**config.mk**
```make
export PLATFORM = sky130hd
export DESIGN_NAME = uart_tx_n
export DESIGN_NICKNAME = d
export VERILOG_FILES = /design/src/rtl/uart_pkg.sv /design/src/rtl/sync_fifo_n.sv /design/src/rtl/uart_tx_n.sv
export SDC_FILE = /design/constraint.sdc
export NUM_CORES = 1
export LEC_CHECK = 0
export ABC_CLOCK_PERIOD_IN_PS = 7100
export CORE_ASPECT_RATIO = 1.25
export CORE_MARGIN = 5
export CORE_UTILIZATION = 41
export DETAILED_ROUTE_END_ITERATION = 10
export PLACE_DENSITY = 0.65
export SLEW_MARGIN = 20
export SYNTH_ARGS = -nofsm -noshare
export SYNTH_HDL_FRONTEND = slang
export SYNTH_SLANG_ARGS = --single-unit
```
**constraint.sdc**
```tcl
create_clock -name clk_i -period 7.1 [get_ports clk_i]
set_input_delay 1.42 -clock clk_i [delete_from_list [all_inputs] [get_ports clk_i]]
set_output_delay 1.42 -clock clk_i [all_outputs]
set_load 0.03 [all_outputs]
```
**src/rtl/uart_pkg.sv**
```systemverilog
// ---------------------------------------------------------------------------
// uart_pkg
// Constants and types shared by the UART transmit and receive blocks.
//   tx_state_t : frame FSM states (IDLE, START, DATA, STOP)
//   START_BIT / STOP_BIT / IDLE_LVL : serial line levels
//   DATA_BITS  : data bits per frame, LSB sent first
//   clog2_min1 : index width helper that never returns 0
// ---------------------------------------------------------------------------
package uart_pkg;

  localparam int   DATA_BITS = 8;
  localparam logic START_BIT = 1'b0;
  localparam logic STOP_BIT  = 1'b1;
  localparam logic IDLE_LVL  = 1'b1;

  typedef enum logic [1:0] {
    IDLE  = 2'd0,
    START = 2'd1,
    DATA  = 2'd2,
    STOP  = 2'd3
  } tx_state_t;

  // Width needed to index 'value' entries, clamped to at least one bit.
  function automatic int clog2_min1(input int value);
    return (value <= 2) ? 1 : $clog2(value);
  endfunction

endpackage

```
**src/rtl/sync_fifo_n.sv**
```systemverilog
// ---------------------------------------------------------------------------
// sync_fifo_n
// Single-clock FIFO (not the clock-crossing FIFO). Read data is presented
// combinationally from the head entry, so a pop consumes dout_o in the same
// cycle it is asserted.
// Ports:
//   clk_i    : clock, rising edge
//   rst_i    : synchronous active-high reset (empties the FIFO)
//   push_i   : write strobe, ignored while full_o=1
//   pop_i    : read strobe, ignored while empty_o=1
//   din_i    : write data
//   dout_o   : head-of-queue data
//   full_o   : occupancy == DEPTH (registered state)
//   empty_o  : occupancy == 0 (registered state)
// ---------------------------------------------------------------------------
module sync_fifo_n
  import uart_pkg::*;
#(
  parameter int WIDTH = 8,
  parameter int DEPTH = 8
) (
  input  logic             clk_i,
  input  logic             rst_i,
  input  logic             push_i,
  input  logic             pop_i,
  input  logic [WIDTH-1:0] din_i,
  output logic [WIDTH-1:0] dout_o,
  output logic             full_o,
  output logic             empty_o
);

  localparam int AW    = clog2_min1(DEPTH);
  localparam int CNT_W = AW + 1;
  localparam logic [AW-1:0]    PTR_ONE  = AW'(1);
  localparam logic [CNT_W-1:0] CNT_ONE  = CNT_W'(1);
  localparam logic [CNT_W-1:0] CNT_FULL = CNT_W'(DEPTH);

  logic [WIDTH-1:0] mem_q [DEPTH];
  logic [AW-1:0]    wr_ptr_q, wr_ptr_d;
  logic [AW-1:0]    rd_ptr_q, rd_ptr_d;
  logic [CNT_W-1:0] count_q, count_d;
  logic             do_push, do_pop;

  assign full_o  = (count_q == CNT_FULL);
  assign empty_o = (count_q == '0);
  assign dout_o  = mem_q[rd_ptr_q];

  // Gated against the registered flags, so a push while full is dropped even
  // when a pop frees a slot in the same cycle.
  assign do_push = push_i & ~full_o;
  assign do_pop  = pop_i & ~empty_o;

  always_comb begin
    // NOTE: every always_comb output gets a default first so no path can
    // leave it unassigned and infer a latch.
    wr_ptr_d = wr_ptr_q;
    rd_ptr_d = rd_ptr_q;
    count_d  = count_q;
    // DEPTH is a power of two, so natural pointer overflow is the wrap.
    if (do_push) wr_ptr_d = wr_ptr_q + PTR_ONE;
    if (do_pop)  rd_ptr_d = rd_ptr_q + PTR_ONE;
    unique case ({do_push, do_pop})
      2'b10:   count_d = count_q + CNT_ONE;
      2'b01:   count_d = count_q - CNT_ONE;
      default: count_d = count_q;
    endcase
  end

  always_ff @(posedge clk_i) begin
    // NOTE: non-blocking assignments in clocked blocks so every flop samples
    // the pre-edge value of the others, independent of statement order.
    if (rst_i) begin
      wr_ptr_q <= '0;
      rd_ptr_q <= '0;
      count_q  <= '0;
    end else begin
      wr_ptr_q <= wr_ptr_d;
      rd_ptr_q <= rd_ptr_d;
      count_q  <= count_d;
    end
  end

  // NOTE: storage is deliberately not reset; the pointers and count define
  // which entries are valid, and a reset-free array maps onto plain RAM.
  always_ff @(posedge clk_i) begin
    if (do_push) mem_q[wr_ptr_q] <= din_i;
  end

endmodule

```
**src/rtl/uart_tx_n.sv**
```systemverilog
// ---------------------------------------------------------------------------
// uart_tx_n
// UART transmitter: bytes are queued in a sync_fifo_n and serialised as
// start(0), 8 data bits LSB first, stop(1). Line idles high.
// Ports:
//   clk_i   : clock, rising edge
//   rst_i   : synchronous active-high reset; aborts any frame in flight
//   data_i  : byte to transmit
//   wr_i    : write strobe, accepted when full_o=0
//   full_o  : FIFO full
//   empty_o : FIFO empty
//   ovf_o   : sticky, set by a write while full; cleared only by reset
//   tx_o    : serial line (flop output)
//   busy_o  : frame in progress
//   done_o  : one-cycle pulse on the last clock of each stop bit
// tx_o, busy_o and done_o are registered from the current FSM state, so they
// all trail the state register by one cycle and stay mutually aligned.
// ---------------------------------------------------------------------------
module uart_tx_n
  import uart_pkg::*;
#(
  parameter int CLKS_PER_BIT = 16,
  parameter int DEPTH        = 8,
  parameter int DATA_W       = DATA_BITS
) (
  input  logic              clk_i,
  input  logic              rst_i,
  input  logic [DATA_W-1:0] data_i,
  input  logic              wr_i,
  output logic              full_o,
  output logic              empty_o,
  output logic              ovf_o,
  output logic              tx_o,
  output logic              busy_o,
  output logic              done_o
);

  localparam int CW = clog2_min1(CLKS_PER_BIT);
  localparam logic [CW-1:0] BAUD_LAST = CW'(CLKS_PER_BIT - 1);
  localparam logic [CW-1:0] BAUD_ONE  = CW'(1);
  localparam logic [2:0]    BIT_LAST  = 3'(DATA_BITS - 1);
  localparam logic [2:0]    BIT_ONE   = 3'd1;

  tx_state_t         state_q, state_d;
  logic [CW-1:0]     baud_q, baud_d;
  logic [2:0]        bit_q, bit_d;
  logic [DATA_W-1:0] shreg_q, shreg_d;
  logic              tx_q, tx_d;
  logic              busy_q, busy_d;
  logic              done_q, done_d;
  logic              ovf_q, ovf_d;

  logic              pop;
  logic [DATA_W-1:0] fifo_dout;
  logic              baud_tick;

  sync_fifo_n #(
    .WIDTH (DATA_W),
    .DEPTH (DEPTH)
  ) u_fifo (
    .clk_i   (clk_i),
    .rst_i   (rst_i),
    .push_i  (wr_i),
    .pop_i   (pop),
    .din_i   (data_i),
    .dout_o  (fifo_dout),
    .full_o  (full_o),
    .empty_o (empty_o)
  );

  assign baud_tick = (baud_q == BAUD_LAST);

  always_comb begin
    state_d = state_q;
    baud_d  = baud_q + BAUD_ONE;
    bit_d   = bit_q;
    shreg_d = shreg_q;
    pop     = 1'b0;
    done_d  = 1'b0;

    unique case (state_q)
      IDLE: begin
        baud_d = '0;
        if (!empty_o) begin
          pop     = 1'b1;
          shreg_d = fifo_dout;
          state_d = START;
        end
      end
      START: begin
        if (baud_tick) begin
          baud_d  = '0;
          bit_d   = '0;
          state_d = DATA;
        end
      end
      DATA: begin
        if (baud_tick) begin
          baud_d  = '0;
          shreg_d = shreg_q >> 1;
          if (bit_q == BIT_LAST) state_d = STOP;
          else                   bit_d   = bit_q + BIT_ONE;
        end
      end
      STOP: begin
        if (baud_tick) begin
          baud_d = '0;
          done_d = 1'b1;
          // Chain straight into the next start bit when more data waits.
          if (!empty_o) begin
            pop     = 1'b1;
            shreg_d = fifo_dout;
            state_d = START;
          end else begin
            state_d = IDLE;
          end
        end
      end
      default: begin
        baud_d  = '0;
        state_d = IDLE;
      end
    endcase

    unique case (state_q)
      START:   tx_d = START_BIT;
      DATA:    tx_d = shreg_q[0];
      STOP:    tx_d = STOP_BIT;
      default: tx_d = IDLE_LVL;
    endcase

    busy_d = (state_q != IDLE);
    ovf_d  = ovf_q | (wr_i & full_o);
  end

  always_ff @(posedge clk_i) begin
    if (rst_i) begin
      state_q <= IDLE;
      baud_q  <= '0;
      bit_q   <= '0;
      shreg_q <= '0;
      tx_q    <= IDLE_LVL;
      busy_q  <= 1'b0;
      done_q  <= 1'b0;
      ovf_q   <= 1'b0;
    end else begin
      state_q <= state_d;
      baud_q  <= baud_d;
      bit_q   <= bit_d;
      shreg_q <= shreg_d;
      tx_q    <= tx_d;
      busy_q  <= busy_d;
      done_q  <= done_d;
      ovf_q   <= ovf_d;
    end
  end

  assign tx_o   = tx_q;
  assign busy_o = busy_q;
  assign done_o = done_q;
  assign ovf_o  = ovf_q;

endmodule

```
==> impl_metrics.csv <==
group,metric,value,unit
global_routing,grt_pass1_wl,11100,um
worst_hold_path,hold_path_end,"shreg_q[4]",
drt,drtIter0Drc,143,
place,port_buffers,16,
drt,drtAntennaViolNets,0,
die,fp.dieH,122,um
die,die_w,99.7,um
critical_path,rrSetupSlack,4.25,ns
pwr,p_leak,1.57,nW
critical_path,critPathTopFamily,"buffers and inverters",
critical_path,cp-start-kind,"flop",
synthesis,synthTopCellsByArea,"edfxtp_1 47%, dfxtp_1 17%, mux4_1 6.4%, ha_1 4.2%, mux4_2 3.3%",
critical_path,cpPeakStageDelay,0.77,ns
cts,cts.sinks,98,
drt,viasPerCell,5.23,
drt,vias,2221,
sta,fmax,271,MHz
cts,cts_buffers,9,
global_routing,overflow,0,
pwr,total_power,0.00171,W
status,status,"finished clean",
cts,clk_path_buf_depth,2,
global_routing,grt_usage,12.0,%
synthesis,synth_area_leader_cell,"edfxtp_1",
critical_path,cp-end-kind,"output pin",
sta,drv_slew,0,
drt,wl_met1,2980,um
die,io_pins,17,
die,coreArea,9950,um2
global_routing,grt_pass1_vias,2264,
cells_and_area,diodes,0,
cells_and_area,layout-drive-gt1-share,14.2,%
cts,clock_latency,0.34,ns
worst_hold_path,hold_path_class,"reg2reg",
critical_path,worstPathMaxFanout,6,
die,dieArea,12200,um2
synthesis,synthesis.area,4120,um2
critical_path,setup.worst_path.class,"reg2out",
cells_and_area,area_growth,13.3,%
cts,ctsHoldBuffers,0,
sta,rsz0062_at_grt,"no",
critical_path,required,5.68,ns
sta,hold_viol,0,
sta,min_period_over_period,52.0,%
cells_and_area,nNetsFinal,317,
synthesis,synth_ff_type,"edfxtp_1",
drt,wl,6630,um
global_routing,antenna_found_initial,0,
synthesis,synth_edf_count,64,
pwr,power_density,366,nW/um2
global_routing,grt_start_max_net_pins,32,
synthesis,synth_cell_types,41,
synthesis,synth-async-reset-ratio,0,%
synthesis,yosysSeqAreaShare,63.1,%
place,globalplace.congestion,0.716,
critical_path,slowest_stage,"or4b_2",
synthesis,synthCells,275,
synthesis,syn_avg_cell_area,15.0,um2
critical_path,worstReg2RegStart,"state_q[0]",
place,dp_hpwl,4510,um
die,start_util,41.4,%
pwr,vdd_drop_max,0.144,mV
cts,cts_htree_levels,3,
drt,drc,0,
synthesis,ys_ff_latch,98,
sta,worst_pin_slew,1.10,ns
cells_and_area,layout.cells.non_filler,425,
critical_path,cp_cell_sequence,"or4b_2, inv_1, clkdlybuf4s50_1",
cells_and_area,n_fill_cell,874,
drt,met2_length,3290,um
sta,whs,0.454,ns
cts,cts.repair.resized,0,
sta,clock_skew,0.00405,ns
synthesis,syn_nets,300,
sta,fin_tns_setup,0,ns
drt,drt_first_pass_iters,6,
cts,cts_tree,"yes",
critical_path,path_buf_inv,2,
critical_path,r2r-end,"u_fifo.count_q[3]",
synthesis,synth_warnings,0,
sta,setup_viol,0,
worst_hold_path,worstHoldPathCells,2,
drt,top_layer,"met4",
worst_hold_path,hold_path.startpoint,"shreg_q[4]",
die,rows,41,
sta,max_slew_margin,26.2,%
sta,fin_crit,3.69,ns
synthesis,yosys.area.top_type_share,46.6,%
critical_path,cp.arrival,2.27,ns
drt,wl_per_cell,15.6,um
critical_path,worst-r2r-cell-count,7,
cells_and_area,final_common_cell,"edfxtp_1",
place,dp_cells,410,
job,max_cap_violations,0,
cells_and_area,final_cell_mix,"64 x edfxtp_1, 34 x dfxtp_1, 22 x nor2_1",
drt,dr_wl_met3,185,um
cts,post-cts-setup-buffer-count,0,
cts,ctsRootBufferMaster,"clkbuf_16",
cts,clk_pin_slew,0.07,ns
==> registers in the layout (all words and copies together), names as in the netlist, named ones only <==
| name | flops |
|---|---|
| ovf_o | 1 |
| tx_o | 1 |
| u_fifo.wr_ptr_q | 3 |
| u_fifo.rd_ptr_q | 3 |
| state_q | 2 |
| baud_q | 4 |
| bit_q | 3 |
| busy_o | 1 |
| shreg_q | 8 |
| u_fifo.mem_q | 64 |
| done_o | 1 |
| u_fifo.count_q | 4 |
==> worst max-delay path by stage <==
stage | startpoint | end | slack (ns) | depth (start not counted)
final | u_fifo.count_q[0] | full_o | 3.41 | 3
after global routing | u_fifo.count_q[0] | full_o | 3.34 | 3
after CTS | u_fifo.count_q[0] | full_o | 3.38 | 3
after detailed placement | wr_i | u_fifo.count_q[3] | 3.54 | 6
after global placement | wr_i | u_fifo.count_q[3] | 3.57 | 6
after floorplan | wr_i | u_fifo.count_q[3] | 4.29 | 5
==> cells by family after synthesis <==
group	after synthesis	synth area share, %
compound gates	31	5.19
xor+xnor	9	1.91
fa+ha+maj	14	4.25
buf+inv	15	2.03
flops	98	63.1
mux	31	13.6
simple gates	77	9.92
==> synthesized netlist by cell type (5+ instances only) <==
cell	number
mux4_2	6
a21oi_1	14
xor2_1	6
nor2b_1	6
ha_1	14
mux2_2	9
mux4_1	10
clkbuf_1	5
dfxtp_1	34
nand3_1	6
nor3_1	6
edfxtp_1	64
o211ai_1	6
nand2b_1	12
nand2_1	11
nor2_1	22
mux2i_1	6
==> area by class of cell <==
class / count / area (um2) / area share, %
Tap cell: 129 / 161 / 3.46
Sequential cell: 98 / 2600 / 55.7
Clock inverter: 6 / 52.6 / 1.13
Timing Repair Buffer: 17 / 163 / 3.48
Multi-Input combinational cell: 162 / 1450 / 31.1
Clock buffer: 9 / 225 / 4.82
Inverter: 4 / 15.0 / 0.321
==> worst reg2reg max path: cells and delay by family, from the launching register on <==
family	cells	cell delay, ns
buffers and inverters	1	0.13
adders and majority gates	2	0.76
muxes	1	0.36
DFF	1	0.40
and+or+nand+nor	2	0.95
AOI/OAI and AO/OA	1	0.14
==> through the flow <==
stage               area [um2]  util [%]  setup slack, ns
finish                    4670      46.9             3.41
global route              4670      46.9             3.34
CTS                       4660      46.8             3.38
detailed placement        4380      44.0             3.54
global placement          4380      44.0             3.57
floorplan                 4120         -             4.29
==> per-layer routing <==
layer / GRT usage, % / up-vias
met4: 6.40 / 0
met1: 14.6 / 1094
met2: 19.8 / 34
met5: 0 / -
li1: - / 1081
met3: 2.63 / 12
==> power by group <==
group | internal, W | switching (W) | leakage, nW | total [W]
Sequential | 0.000680 | 0.0000609 | 0.859 | 0.000740
Combinational | 0.000246 | 0.000273 | 0.584 | 0.000519
Clock | 0.000240 | 0.000212 | 0.124 | 0.000452
Note: power is estimated with default switching activity, not from simulation.
